**src/rtl/expression_result_unpacker.sv**
```systemverilog
// Unpacks a 90-bit expression result word into its 18 typed fields, one per
// handshake, with a per-word running signed sum and a completed-word counter.
module expression_result_unpacker #(
    parameter int OUT_W = 8,
    parameter int SUM_W = 12,
    parameter int CNT_W = 16
) (
    input  logic             clk,
    input  logic             rst_n,
    input  logic             in_valid,
    output logic             in_ready,
    input  logic [89:0]      in_y,
    output logic             out_valid,
    input  logic             out_ready,
    output logic [4:0]       out_idx,
    output logic [OUT_W-1:0] out_data,
    output logic             out_signed,
    output logic             out_last,
    output logic [SUM_W-1:0] out_sum,
    output logic [CNT_W-1:0] word_cnt
);

    typedef enum logic {
        IDLE,
        EMIT
    } state_t;

    state_t state, state_next;

    logic [89:0]      word;
    logic [4:0]       idx;
    logic [SUM_W-1:0] acc;
    logic [CNT_W-1:0] cnt;

    logic [2:0]       width;
    logic             sgn;
    logic             fill;
    logic             emit;
    logic             at_last;
    logic             take;
    logic             load;
    logic [OUT_W-1:0] data_ext;
    logic [SUM_W-1:0] term_ext;
    logic [SUM_W-1:0] sum_next;

    // The current field always sits left-aligned at the top of the shift register.
    always_comb begin
        // NOTE: every signal assigned in always_comb gets a default first so no latch is inferred.
        width = 3'd6;
        unique case (idx)
            5'd0, 5'd3, 5'd6, 5'd9, 5'd12, 5'd15: width = 3'd4;
            5'd1, 5'd4, 5'd7, 5'd10, 5'd13, 5'd16: width = 3'd5;
            default: width = 3'd6;
        endcase
    end

    assign sgn  = idx inside {5'd3, 5'd4, 5'd5, 5'd9, 5'd10, 5'd11, 5'd15, 5'd16, 5'd17};
    assign fill = sgn & word[89];

    always_comb begin
        data_ext = {OUT_W{fill}};
        term_ext = {SUM_W{fill}};
        unique case (width)
            3'd4: begin
                data_ext[3:0] = word[89:86];
                term_ext[3:0] = word[89:86];
            end
            3'd5: begin
                data_ext[4:0] = word[89:85];
                term_ext[4:0] = word[89:85];
            end
            default: begin
                data_ext[5:0] = word[89:84];
                term_ext[5:0] = word[89:84];
            end
        endcase
    end

    assign sum_next = acc + term_ext;

    assign emit    = (state == EMIT);
    assign at_last = (idx == 5'd17);
    assign take    = emit & out_ready;

    assign in_ready = ~emit | (at_last & out_ready);
    assign load     = in_valid & in_ready;

    // Field outputs are forced to zero whenever nothing is being presented.
    assign out_valid  = emit;
    assign out_idx    = emit ? idx : 5'd0;
    assign out_data   = emit ? data_ext : '0;
    assign out_signed = emit & sgn;
    assign out_last   = emit & at_last;
    assign out_sum    = emit ? sum_next : '0;
    assign word_cnt   = cnt;

    always_ff @(posedge clk or negedge rst_n) begin
        // NOTE: sequential state uses non-blocking assignments so all flops update together.
        if (!rst_n) begin
            state <= IDLE;
        end else begin
            state <= state_next;
        end
    end

    always_comb begin
        state_next = state;
        unique case (state)
            IDLE: begin
                if (in_valid) begin
                    state_next = EMIT;
                end
            end
            EMIT: begin
                if (take && at_last && !in_valid) begin
                    state_next = IDLE;
                end
            end
            default: state_next = IDLE;
        endcase
    end

    always_ff @(posedge clk or negedge rst_n) begin
        if (!rst_n) begin
            // NOTE: the word register is a plain register, not a memory, so it is reset like the rest.
            word <= '0;
            idx  <= '0;
            acc  <= '0;
        end else if (load) begin
            word <= in_y;
            idx  <= '0;
            acc  <= '0;
        end else if (take && !at_last) begin
            idx <= idx + 5'd1;
            acc <= sum_next;
            unique case (width)
                3'd4:    word <= {word[85:0], 4'b0};
                3'd5:    word <= {word[84:0], 5'b0};
                default: word <= {word[83:0], 6'b0};
            endcase
        end
    end

    // A word counts only once its final field has been handed over.
    always_ff @(posedge clk or negedge rst_n) begin
        if (!rst_n) begin
            cnt <= '0;
        end else if (take && at_last) begin
            cnt <= cnt + 1'b1;
        end
    end

endmodule

```
**config.mk**
```make
export PLATFORM = sky130hd
export DESIGN_NAME = expression_result_unpacker
export DESIGN_NICKNAME = d
export VERILOG_FILES = /design/src/rtl/expression_result_unpacker.sv
export SDC_FILE = /design/constraint.sdc
export NUM_CORES = 1
export LEC_CHECK = 0
export BUFFER_PORTS_ARGS = -buffer_cell sky130_fd_sc_hd__buf_2
export CAP_MARGIN = 25
export CORE_MARGIN = 5
export CORE_UTILIZATION = 45
export DETAILED_ROUTE_END_ITERATION = 8
export PLACE_DENSITY = 0.75
export SYNTH_ARGS = -nofsm -noshare
export SYNTH_HDL_FRONTEND = slang
export SYNTH_SLANG_ARGS = --single-unit
```
**constraint.sdc**
```tcl
create_clock -name clk -period 9.4 [get_ports clk]
set_clock_uncertainty 0.05 [all_clocks]
set_input_delay 0.47 -clock clk [delete_from_list [all_inputs] [get_ports clk]]
set_output_delay 0.47 -clock clk [all_outputs]
set_load 0.05 [all_outputs]
```
==> results.md, run 1 <==
- The run finished with clean final reports.
- In the post-synthesis netlist, the biggest area contributors are sky130_fd_sc_hd__dfrtp_1 41%, sky130_fd_sc_hd__a221oi_1 9.8%, sky130_fd_sc_hd__or3_1 6.9%, sky130_fd_sc_hd__a21oi_1 6.5%, sky130_fd_sc_hd__o21ai_0 6.3%.
- The floorplan step set the die width to between 100 and 150 um.
- The category of cells accounting for the largest share of critical-path delay is compound AO/OA/AOI/OAI gates.
- The worst-case headroom to the max-slew limit is 37.8%.
- The total negative setup slack is 0 ns.
- The first global-routing pass estimated about 36000 um of wire.
- The critical path arrival is about 5.2 ns.
- Detailed placement ended at an HPWL of between 10000 and 15000 um.
- The clock drives between 100 and 150 sinks.
- The final max-slew violation count was 0.
- The fill cell total of the finished layout is 1553.
- The tightest min-delay check is of the primary input to async pin type.
- Routability-driven placement finished with a final weighted congestion of between 0.8 and 0.9.
- For this run, design rule violations remaining after detail routing come to 0.
- The critical path launch point is idx[0].
- The cell sitting at the root of the clock tree is a sky130_fd_sc_hd__clkbuf_16.
- For the pin with the worst max-slew slack, the measured transition is 0.933 ns.
- The worst-case reg-to-reg path depth is 14.
- The per-instance average area after synthesis is between 8 and 9 um2.
- Clock-pin slew was measured on the worst setup and hold paths at ~0.060 ns.
- Traced cell by cell, the critical path runs through inv_1 > ha_1 > nor2b_1 > a221oi_1 > o21a_2 > buf_4 > nor2_1 > a221oi_2 > ha_1 > a21oi_1 > a21oi_1 > o21a_1 > or3_1 > a21oi_1 > buf_2.
- Clock latency on the worst-skew pair, taken at its later pin, is ~0.42 ns.
- In this run the critical register-to-register path is launched from idx[0].
- After clock tree synthesis, the flow added hold-fix buffers numbering 0.
- Of the synthesized area, sequential elements account for approximately two fifths.
- Summing all flip-flop and latch instances after layout gives about 0.0031 mm2.
- The via count of the routed design is 7395.
- The synthesized instance count is approximately 880.
- The post-CTS resize count is 0.
- Sorting the synthesized cells by how often they occur yields 124 x sky130_fd_sc_hd__dfrtp_1, 119 x sky130_fd_sc_hd__nand2_1, 99 x sky130_fd_sc_hd__a21oi_1.
- The finished layout holds about 1200 standard cells, fillers aside.
- The number of cell rows is 47.
- The number of setup buffers added after CTS is 0.
- The largest net degree at the start of global routing is 100.
- The net total in the final layout is about 1100.
- The count of nets left with antenna violations once routing finished came out at 0.
- After synthesis the cells add up to between 0.007 and 0.008 mm2.
- The share of the synthesized area in the top cell type is approximately 40%.
- Setup repair after global routing left no endpoint under its margin.
- Including well taps, the total number of placed cells is ~1200.
- From synthesis to final layout, the design area changed by 17.5%.
- Global routing used between 30% and 40% of the available met1 tracks.
- The fraction of registers with async set or reset after synthesis is between 90% and 100%.
- The number of antenna violations at the first check in global routing is 1.
- The number of register bits inferred by synthesis is between 100 and 150.
- The endpoint of the worst setup timing path is out_sum[11].
- The cell type with the highest occurrence count on the critical path is sky130_fd_sc_hd__a21oi_1.
- In the final layout, the share of cells above drive strength 1 is between 10% and 20%.
- During placement, the flow inserted port buffers numbering between 100 and 150.
- The multi-input combinational cell area is slightly above 0.004 mm2.
- The max capacitance violation total is 0.
- The endpoint identified for the worst register-to-register timing path is acc[11].
- The starting utilization of the core area is 45.8%.
- The die height is approximately 140 um.
- The floorplan die area is between 0.015 and 0.02 mm2.
- The global routing stage identified its most utilized layer as met2.
- The routed design could run at a clock period as short as a little under 6 ns.
- No sink is reached through more buffers than the 2 on the longest clock path.
- The number of distinct library cell variants in the gate-level netlist after synthesis is 56.
- Setup violations remaining at the end of the flow were counted as 0.
- The critical path data required time is roughly 8.9 ns.
- In the finished design, the share of the clock period the worst path needs comes to around three fifths.
- The most used flip-flop cell after synthesis is sky130_fd_sc_hd__dfrtp_1.
- The number of buffers and inverters on the critical path is 3.
- The slowest cell on the critical path is sky130_fd_sc_hd__buf_4.
- Global routing finished with a remaining overflow of 0.
- The biggest fanout along the worst timing path is 59.
- The critical path crosses 15 cells after its start point.
- The peak per-stage delay on the critical path is a little over 0.6 ns.
- In the routed layout, each cell is associated on average with a via count of roughly 6.1.
- In this run, synthesis inferred 0 flip-flops with an integrated enable.
- The average wire per cell in the routed design is ~18 um.
- The number of nets handed over by synthesis was between 900 and 1000.
- sky130_fd_sc_hd__dfrtp_1 is the most common cell in the netlist.
- The H-tree depth is 4.
- TritonCTS created 17 clock buffers.
- Global routing used between 20 and 25% of the available tracks.
- The count of final hold-check violations is 0.
- For this block, the initial DRC count from the detailed router was 717.
- The number of global-route vias before repair is about 7000.
- The worst setup path is launched from a flip-flop.
- The CTS tree is yes.
- 139 I/O pins were placed.
- Global routing consumed, on the met3 layer, 4.73% of the routing resources.
- The cell accounting for the most synthesized area is sky130_fd_sc_hd__dfrtp_1.
- The achievable clock frequency is 0.173 GHz.
- Before antenna repair, the detailed router went through 8 iterations.
- The setup slack of the most critical reg-to-reg path is between 4 and 5 ns.
- The total routed wirelength is about 21000 um.
- The worst setup path is of the flip-flop to output port kind.
- The area inside the core boundary is between 0.015 and 0.02 mm2.
- The type of element capturing the critical path is an output port.
- Yosys printed 0 warnings.
- Global routing consumed, on the met2 layer, around 34% of the routing resources.
[cells in the final DEF, fill, tap and decap left out, drive strengths merged, types with 20 or more instances in the layout]
| master | Yosys | final |
|---|---|---|
| or3 | 83 | 83 |
| inv | 16 | 20 |
| o21ai | 98 | 98 |
| a221oi | 87 | 87 |
| nand3 | 24 | 24 |
| a21oi | 100 | 100 |
| nand2 | 119 | 119 |
| nor2 | 28 | 28 |
| buf | 32 | 146 |
| dfrtp | 124 | 124 |
[cell families (layout without fill, tap and decap cells)]
family | after synthesis | after routing | share of synthesized area, %
AOI/OAI and AO/OA | 326 | 326 | 27.8
xor gates and xnor gates | 23 | 23 | 2.66
adders and majority gates | 18 | 18 | 3.07
buffers and inverters | 91 | 194 | 5.16
DFF | 124 | 124 | 41.0
muxes | 1 | 1 | 0.149
other | 0 | 1 | 0
and+or+nand+nor | 301 | 301 | 20.2
[metal layers]
metal,routed length [um],share of wire (%)
met1,9440,44
met2,10100,47
met3,1410,6.6
met4,412,1.9
met5,0,0
[state kept, by name (all words and copies together) (netlist names)]
register / count
acc: 12
out_valid: 1
word_cnt: 16
word: 90
idx: 5
[stage by stage]
stage | hold WS [ns] | area, um2 | util [%] | setup WS (ns)
2_1_floorplan | 0.124 | 7570 | - | 4.93
5_1_grt | 0.102 | 8890 | 53.8 | 3.25
6_report | 0.0419 | 8890 | 53.8 | 3.64
4_1_cts | 0.0661 | 8860 | 53.6 | 3.64
3_5_place_dp | 0.412 | 8300 | 50.2 | 4.11
3_3_place_gp | 0.405 | 8300 | 50.2 | 4.25
[worst register-to-register path: cells and delay by family (launching register included)]
kind	cells	cell delay, ns
flops	1	0.46
fa+ha+maj	2	0.68
simple gates	3	0.71
buf+inv	2	0.74
compound gates	7	1.90
[final cells by class]
type,instances,share of cell area (%)
inverters,16,0.675
diodes,1,0.0281
clock buffers,17,4.78
well taps,220,3.10
clock inverters,15,1.59
repair buffers,146,8.69
flip-flops and latches,124,34.9
multi-input cells,669,46.2
[worst min path at each step]
stage	from	to	slack, ns
global placement	word_cnt[15]	word_cnt[15]	0.41
detailed placement	word_cnt[15]	word_cnt[15]	0.41
finish	rst_n	word_cnt[10]	0.04
CTS	rst_n	word_cnt[10]	0.07
global route	rst_n	word_cnt[9]	0.10
floorplan	rst_n	acc[0]	0.12
Power of run 1 is left out: the tool's default activity adds up to more than one toggle a clock period on the data nets, which glitch-free logic cannot reach.
==> inputs of run 2 (changes only) <==
Settings changed: PLACE_DENSITY 0.75 to 0.77.
Clock period 9.4 ns to 4.6 ns, I/O delays scaled along.
==> results.md, run 2 (synthesized netlist as in run 1, its figures left out) <==
- The net total in the final layout is around 1100.
- The end of the worst register-to-register path is acc[8].
- The biggest fanout along the worst timing path is 6.
- The floorplan die width is between 100 and 150 um.
- The die height is ~140 um.
- The root buffer cell chosen for the clock tree is sky130_fd_sc_hd__clkbuf_16.
- Clock tree synthesis found a total of ~120 sinks.
- The pre-antenna-repair detailed-routing pass consisted of 6 iterations.
- For hold timing, the worst endpoint is word[15].
- The largest net degree at the start of global routing is 87.
- The library cells used most frequently in the layout, excluding fill and tap cells, are 134 x sky130_fd_sc_hd__buf_2, 122 x sky130_fd_sc_hd__dfrtp_1, 118 x sky130_fd_sc_hd__nand2_1.
- The type of element capturing the critical path is an output port.
- The post-detailed-route via-to-cell ratio is 6.21.
- The worst min-delay path category is primary input to flip-flop.
- The clock latency on the worst-skew pair is about 0.42 ns.
- Global routing finished with a remaining overflow of 0.
- The non-filler instance count after layout is about 1200.
- The most frequent standard cell in the layout excluding fill and tap cells is sky130_fd_sc_hd__buf_2.
- The count of final hold-check violations is 0.
- The TritonCTS buffer count is 17.
- In the routed design, unresolved DRC markers number 0.
- The source of the worst register-to-register timing path is idx[1].
- Max-cap violations in this run came to 0.
- The number of cells on the worst reg-to-reg path is 16.
- The clock-pin transition on the worst setup and hold timing paths is roughly 0.060 ns.
- The maximum count of clock buffers along a single path is 2.
- The detailed router placed ~7600 vias in this run.
- The first global-routing pass estimated approximately 37000 um of wire.
- The achievable clock frequency is 0.228 GHz.
- The overall global routing resource usage is a little under a quarter.
- The number of antenna violations at the first check in global routing is 2.
- The CTS tree is yes.
- Of the available clock period, the critical path in the final layout requires approximately 95%.
- The register with the highest flop count is word.
- The final weighted congestion of routability-driven global placement is about 0.85.
- For the worst setup path, the data arrival time is around 4 ns.
- Wires add up to about 22000 um.
- STA puts the critical path data required time at 4.32 ns.
- The startpoint class of the critical path is a flip-flop.
- The number of cell rows is 47.
- The worst hold path was traced through 3 stages.
- The final max-slew violation count was 0.
- The final critical path time including I/O delays and setup is approximately 4.4 ns.
- The number of global-route vias before repair came to a little over 7000.
- The slew at the pin with the worst max-slew slack is approximately 0.94 ns.
- The worst-case headroom to the max-slew limit is a little under two fifths.
- The setup slack of the most critical reg-to-reg path is approximately 0.9 ns.
- In this run the most critical hold path is launched from in_y[15].
- In this run the remaining antenna-violating nets after routing total 0.
- The initial utilization of the core area, before any placement, comes to a little under half.
- The H-tree depth is 4.
- In the final layout, the share of cells above drive strength 1 is 21.1%.
- The die covers ~0.020 mm2.
- The classification of the worst setup path is flip-flop to output port.
- The final setup violation count is 0.
- In this run, placement finished with an instance count of about 1200.
- The area inside the core boundary is between 0.015 and 0.02 mm2.
- Buffers placed on the I/O ports in this run total approximately 140.
- The flow ran to the end, and the final reports show no timing, DRC or antenna violations.
- The count of boundary I/O pins is 139.
- The detailed router finished its first iteration with 812 violations.
- The area added between synthesis and finish is 20.2%.
- Dividing the detail-routed wire length by the instance count gives roughly 18 um.
- The number of flip-flops under the largest register name is 90.
- The HPWL after detailed placement is 13800 um.
[run 2: cell types whose count changed in the layout (fill, tap and decap cells not counted), moves of 3 or more]
| cell | delta |
|---|---|
| sky130_fd_sc_hd__buf_2 | -3 |
| sky130_fd_sc_hd__clkinv_2 | +3 |
| sky130_fd_sc_hd__dlygate4sd3_1 | +7 |
| sky130_fd_sc_hd__clkinv_4 | -4 |
| sky130_fd_sc_hd__buf_4 | +6 |
| sky130_fd_sc_hd__inv_6 | -4 |
| sky130_fd_sc_hd__clkbuf_4 | +3 |
[run 2: routing by layer]
layer	global-route usage, %	vias up	part of all wire, %
met5	0	-	0
met4	9.33	0	2.5
met2	34.3	362	47
met1	31.5	3686	43
li1	-	3499	-
met3	4.84	44	7.5
[run 2: worst max-delay path, cell delays in order (launching register included)]
cell and delay [ns]:
sky130_fd_sc_hd__dfrtp_2 0.44, sky130_fd_sc_hd__inv_1 0.12, sky130_fd_sc_hd__ha_1 0.27, sky130_fd_sc_hd__nor2b_2 0.20, sky130_fd_sc_hd__o311ai_2 0.32, sky130_fd_sc_hd__a21o_1 0.23, sky130_fd_sc_hd__o22ai_1 0.11, sky130_fd_sc_hd__a22oi_2 0.19
sky130_fd_sc_hd__ha_2 0.21, sky130_fd_sc_hd__inv_1 0.05, sky130_fd_sc_hd__fa_1 0.39, sky130_fd_sc_hd__nor2b_1 0.14, sky130_fd_sc_hd__o21a_1 0.18, sky130_fd_sc_hd__o21ai_2 0.11, sky130_fd_sc_hd__a211oi_2 0.22, sky130_fd_sc_hd__or3_1 0.15
sky130_fd_sc_hd__and3_1 0.15, sky130_fd_sc_hd__clkbuf_4 0.22
[run 2: how the worst max path moves through the flow]
stage	from	endpoint	depth (start not counted)
after floorplan	idx[0]	out_sum[9]	14
after global placement	idx[0]	out_sum[10]	17
after detailed placement	idx[0]	out_sum[8]	17
after CTS	idx[0]	out_sum[10]	17
after global routing	idx[0]	out_sum[11]	14
final	idx[1]	out_sum[8]	17
[run 2: metrics by stage]
stage | utilization [%] | TNS (ns) | area [um2] | hold WS (ns) | setup WS [ns]
final | 55.1 | 0 | 9100 | 0.0402 | 0.215
after floorplan | - | 0 | 7570 | -0.116 | 0.369
after detailed placement | 50.4 | 0 | 8330 | 0.258 | 0.283
after global routing | 55.1 | -0.0537 | 9100 | 0.0644 | -0.0304
after global placement | 50.4 | 0 | 8330 | 0.246 | 0.403
after CTS | 54.5 | 0 | 9010 | 0.0306 | 0.00784
[run 2: timing repair]
action,CTS,global route
endpoints found under the hold margin,53,0
hold buffers,7,0
setup endpoints to repair,4,6
resized for setup,1,16
buffers inserted,1,3
pin swaps,1,4
[run 2: cell type report]
type	count	area, um2
fillers	1484	7420
multi-input cells	669	4170
flip-flops and latches	124	3110
repair buffers	159	888
clock buffers	20	447
well taps	220	275
clock inverters	12	146
inverters	16	60.1
diodes	2	5.00
Power of run 2 is left out for the same reason.
==> inputs of run 3 (changes only) <==
Settings changed: CTS_BUF_LIST from default to sky130_fd_sc_hd__clkbuf_4.
==> results.md, run 3 (synthesized netlist as in run 1, its figures left out) <==
- The non-filler instance count after layout is around 1300.
- Measured along the x axis, the die boundary spans about 140 um.
- Timing would allow up to between 0.2 and 0.25 GHz.
- STA classifies the critical path startpoint as a flip-flop.
- After layout, the worst path uses between 90% and 100% of the clock period.
- TritonCTS built the clock tree.
- The maximum count of clock buffers along a single path is 2.
- The wire length of the first global-routing pass is 38700 um.
- The largest single stage delay on the critical path is 0.48 ns.
- Of the cells placed in the final design, the portion with a size suffix greater than 1 is 20.3%.
- The count of final hold-check violations was 0.
- The number of buffers and inverters on the critical path is 2.
- The startpoint identified for the worst register-to-register timing path is idx[0].
- The final max-slew violation count is 0.
- For the worst setup path, the data arrival time is between 4 and 5 ns.
- The layer carrying the most global-route usage is met2.
- The via count of the routed design is 7967.
- The type of element capturing the critical path is an output port.
- The worst hold path begins at out_ready.
- The post-detailed-route via-to-cell ratio is slightly above 6.
- The final weighted congestion of routability-driven global placement is ~0.85.
- Prior to clock tree synthesis, the placed netlist has a worst setup slack of about 0.28 ns.
- For this run, global-route usage on met2 was measured as about 37%.
- The classification of the worst setup path is flip-flop to output port.
- The most frequent standard cell in the layout excluding fill and tap cells is sky130_fd_sc_hd__buf_2.
- The number of antenna violations at the first check in global routing is 3.
- The die covers a little under 0.02 mm2.
- The net total in the final layout is ~1200.
- The H-tree depth is 4.
- The clock tree root buffer cell is sky130_fd_sc_hd__clkbuf_4.
- For the pin with the worst max-slew slack, the measured transition is 0.959 ns.
- In the layout the commonest cells are 133 x sky130_fd_sc_hd__buf_2, 123 x sky130_fd_sc_hd__dfrtp_1, 118 x sky130_fd_sc_hd__nand2_1.
- The critical path launch point is idx[0].
- For this run, global-route usage on met1 was measured as between 30% and 40%.
- Global routing used a little under a quarter of the available tracks.
- The die height is roughly 140 um.
- The clock-pin transition on the worst setup and hold timing paths is between 0.1 and 0.15 ns.
- The worst-case headroom to the max-slew limit is around 36%.
- The total global routing overflow is 0.
- The register with the most flip-flops in the layout has 90 of them.
- The post-DP HPWL is between 10000 and 15000 um.
- The starting utilization of the core area is between 40 and 50%.
- The max capacitance violation total is 0.
- The flow ran to the end, and the final reports show no timing, DRC or antenna violations.
- The met3 layer usage reported by global route is under 10%.
- The total placed instance area is 0.00833 mm2.
- The remaining number of nets flagged by the antenna check after routing is 0.
- The design area is slightly below 0.01 mm2.
- Compared with the post-synthesis result, the final layout area differs by 28.5%.
- The number of buffers inserted by port buffering is about 140.
- The number of cells after detailed placement is 1177.
- Dividing the detail-routed wire length by the instance count gives around 18 um.
- The total routed wirelength is ~24000 um.
- The clock latency on the worst-skew pair is between 0.5 and 0.6 ns.
- TritonCTS created 17 clock buffers.
- For the worst setup path, the data required time is about 4.3 ns.
- Of all nets on the critical path, the largest fanout is 6.
- The area inside the core boundary is about 0.017 mm2.
- After the first detailed-routing iteration, the DRC count stood at approximately 990.
- The number of design rule violations left after detail routing is 0.
- The cell family contributing the most delay on the critical path is compound AO/OA/AOI/OAI gates.
- The critical path goes through inv_4 > ha_4 > nor2b_4 > o311ai_2 > a21o_1 > o22ai_1 > a22oi_1 > ha_1 > nor2b_1 > o21a_1 > o21ai_2 > a211oi_2 > or3_1 > and3_1 > buf_4.
- The count of boundary I/O pins is 139.
- In this run the core area contains 47 standard-cell rows.
- After layout, the worst setup slack is approximately 0.17 ns.
- The worst path in the final design needs a cycle of between 4 and 5 ns, including I/O delays and setup.
- The final setup violation count is 0.
- For this run, the detailed router's first-pass iteration total came to 9.
- The clock net in this run drives a total of about 120 sinks.
- Ranked by flip-flop count, first place goes to word.
- Entering global routing, the biggest net connects 87 pins.
- For this design, the slowest cell found on the critical path is sky130_fd_sc_hd__dfrtp_2.
- The number of global-route vias before repair came to about 7500.
- The worst min-delay path category is primary input to flip-flop.
[run 3: per-stage QoR]
stage / hold WS (ns) / util, % / setup TNS (ns)
floorplan: -0.116 / - / 0
global placement: 0.246 / 50.4 / 0
detailed placement: 0.258 / 50.4 / 0
CTS: 0.0378 / 58.0 / -0.0211
global route: 0.0769 / 58.9 / -0.0838
finish: 0.0968 / 58.9 / 0
[run 3: repair_timing]
item | in CTS | in global routing
endpoints found under the hold margin | 138 | 0
pin swaps | 1 | 10
endpoints found under the setup margin | 5 | 6
buffers inserted | 2 | 4
hold buffers | 92 | 0
gates resized for setup | 6 | 25
[run 3: layout make-up]
cell class	instances	area (um2)
inverter	16	62.6
antenna	3	7.51
multi-input combinational	669	4220
sequential	124	3100
timing repair buffer	246	1760
clock buffer	19	143
fill	1415	6800
tap	220	275
clock inverter	13	150
[run 3: worst paths after layout]
check	endpoint	slack (ns)	cells after the start
setup / recovery	out_sum[8]	0.17	15
hold / removal	out_valid	0.1	3
setup reg to reg	acc[10]	0.82	15
hold reg to reg	word_cnt[15]	0.42	1
max in group asynchronous	word[45]	3.28	3
min in group asynchronous	acc[10]	0.20	2
[run 3: worst min-delay path, cell delays in order]
cell and delay, ns:
sky130_fd_sc_hd__buf_2 0.14, sky130_fd_sc_hd__a21o_1 0.21, sky130_fd_sc_hd__nand2b_1 0.07
[run 3: layer usage]
metal / routed length [um] / share of wire [%]
met1: 9890 / 42
met2: 11500 / 48
met3: 1820 / 7.7
met4: 537 / 2.3
met5: 0 / 0
Power of run 3 is left out for the same reason.
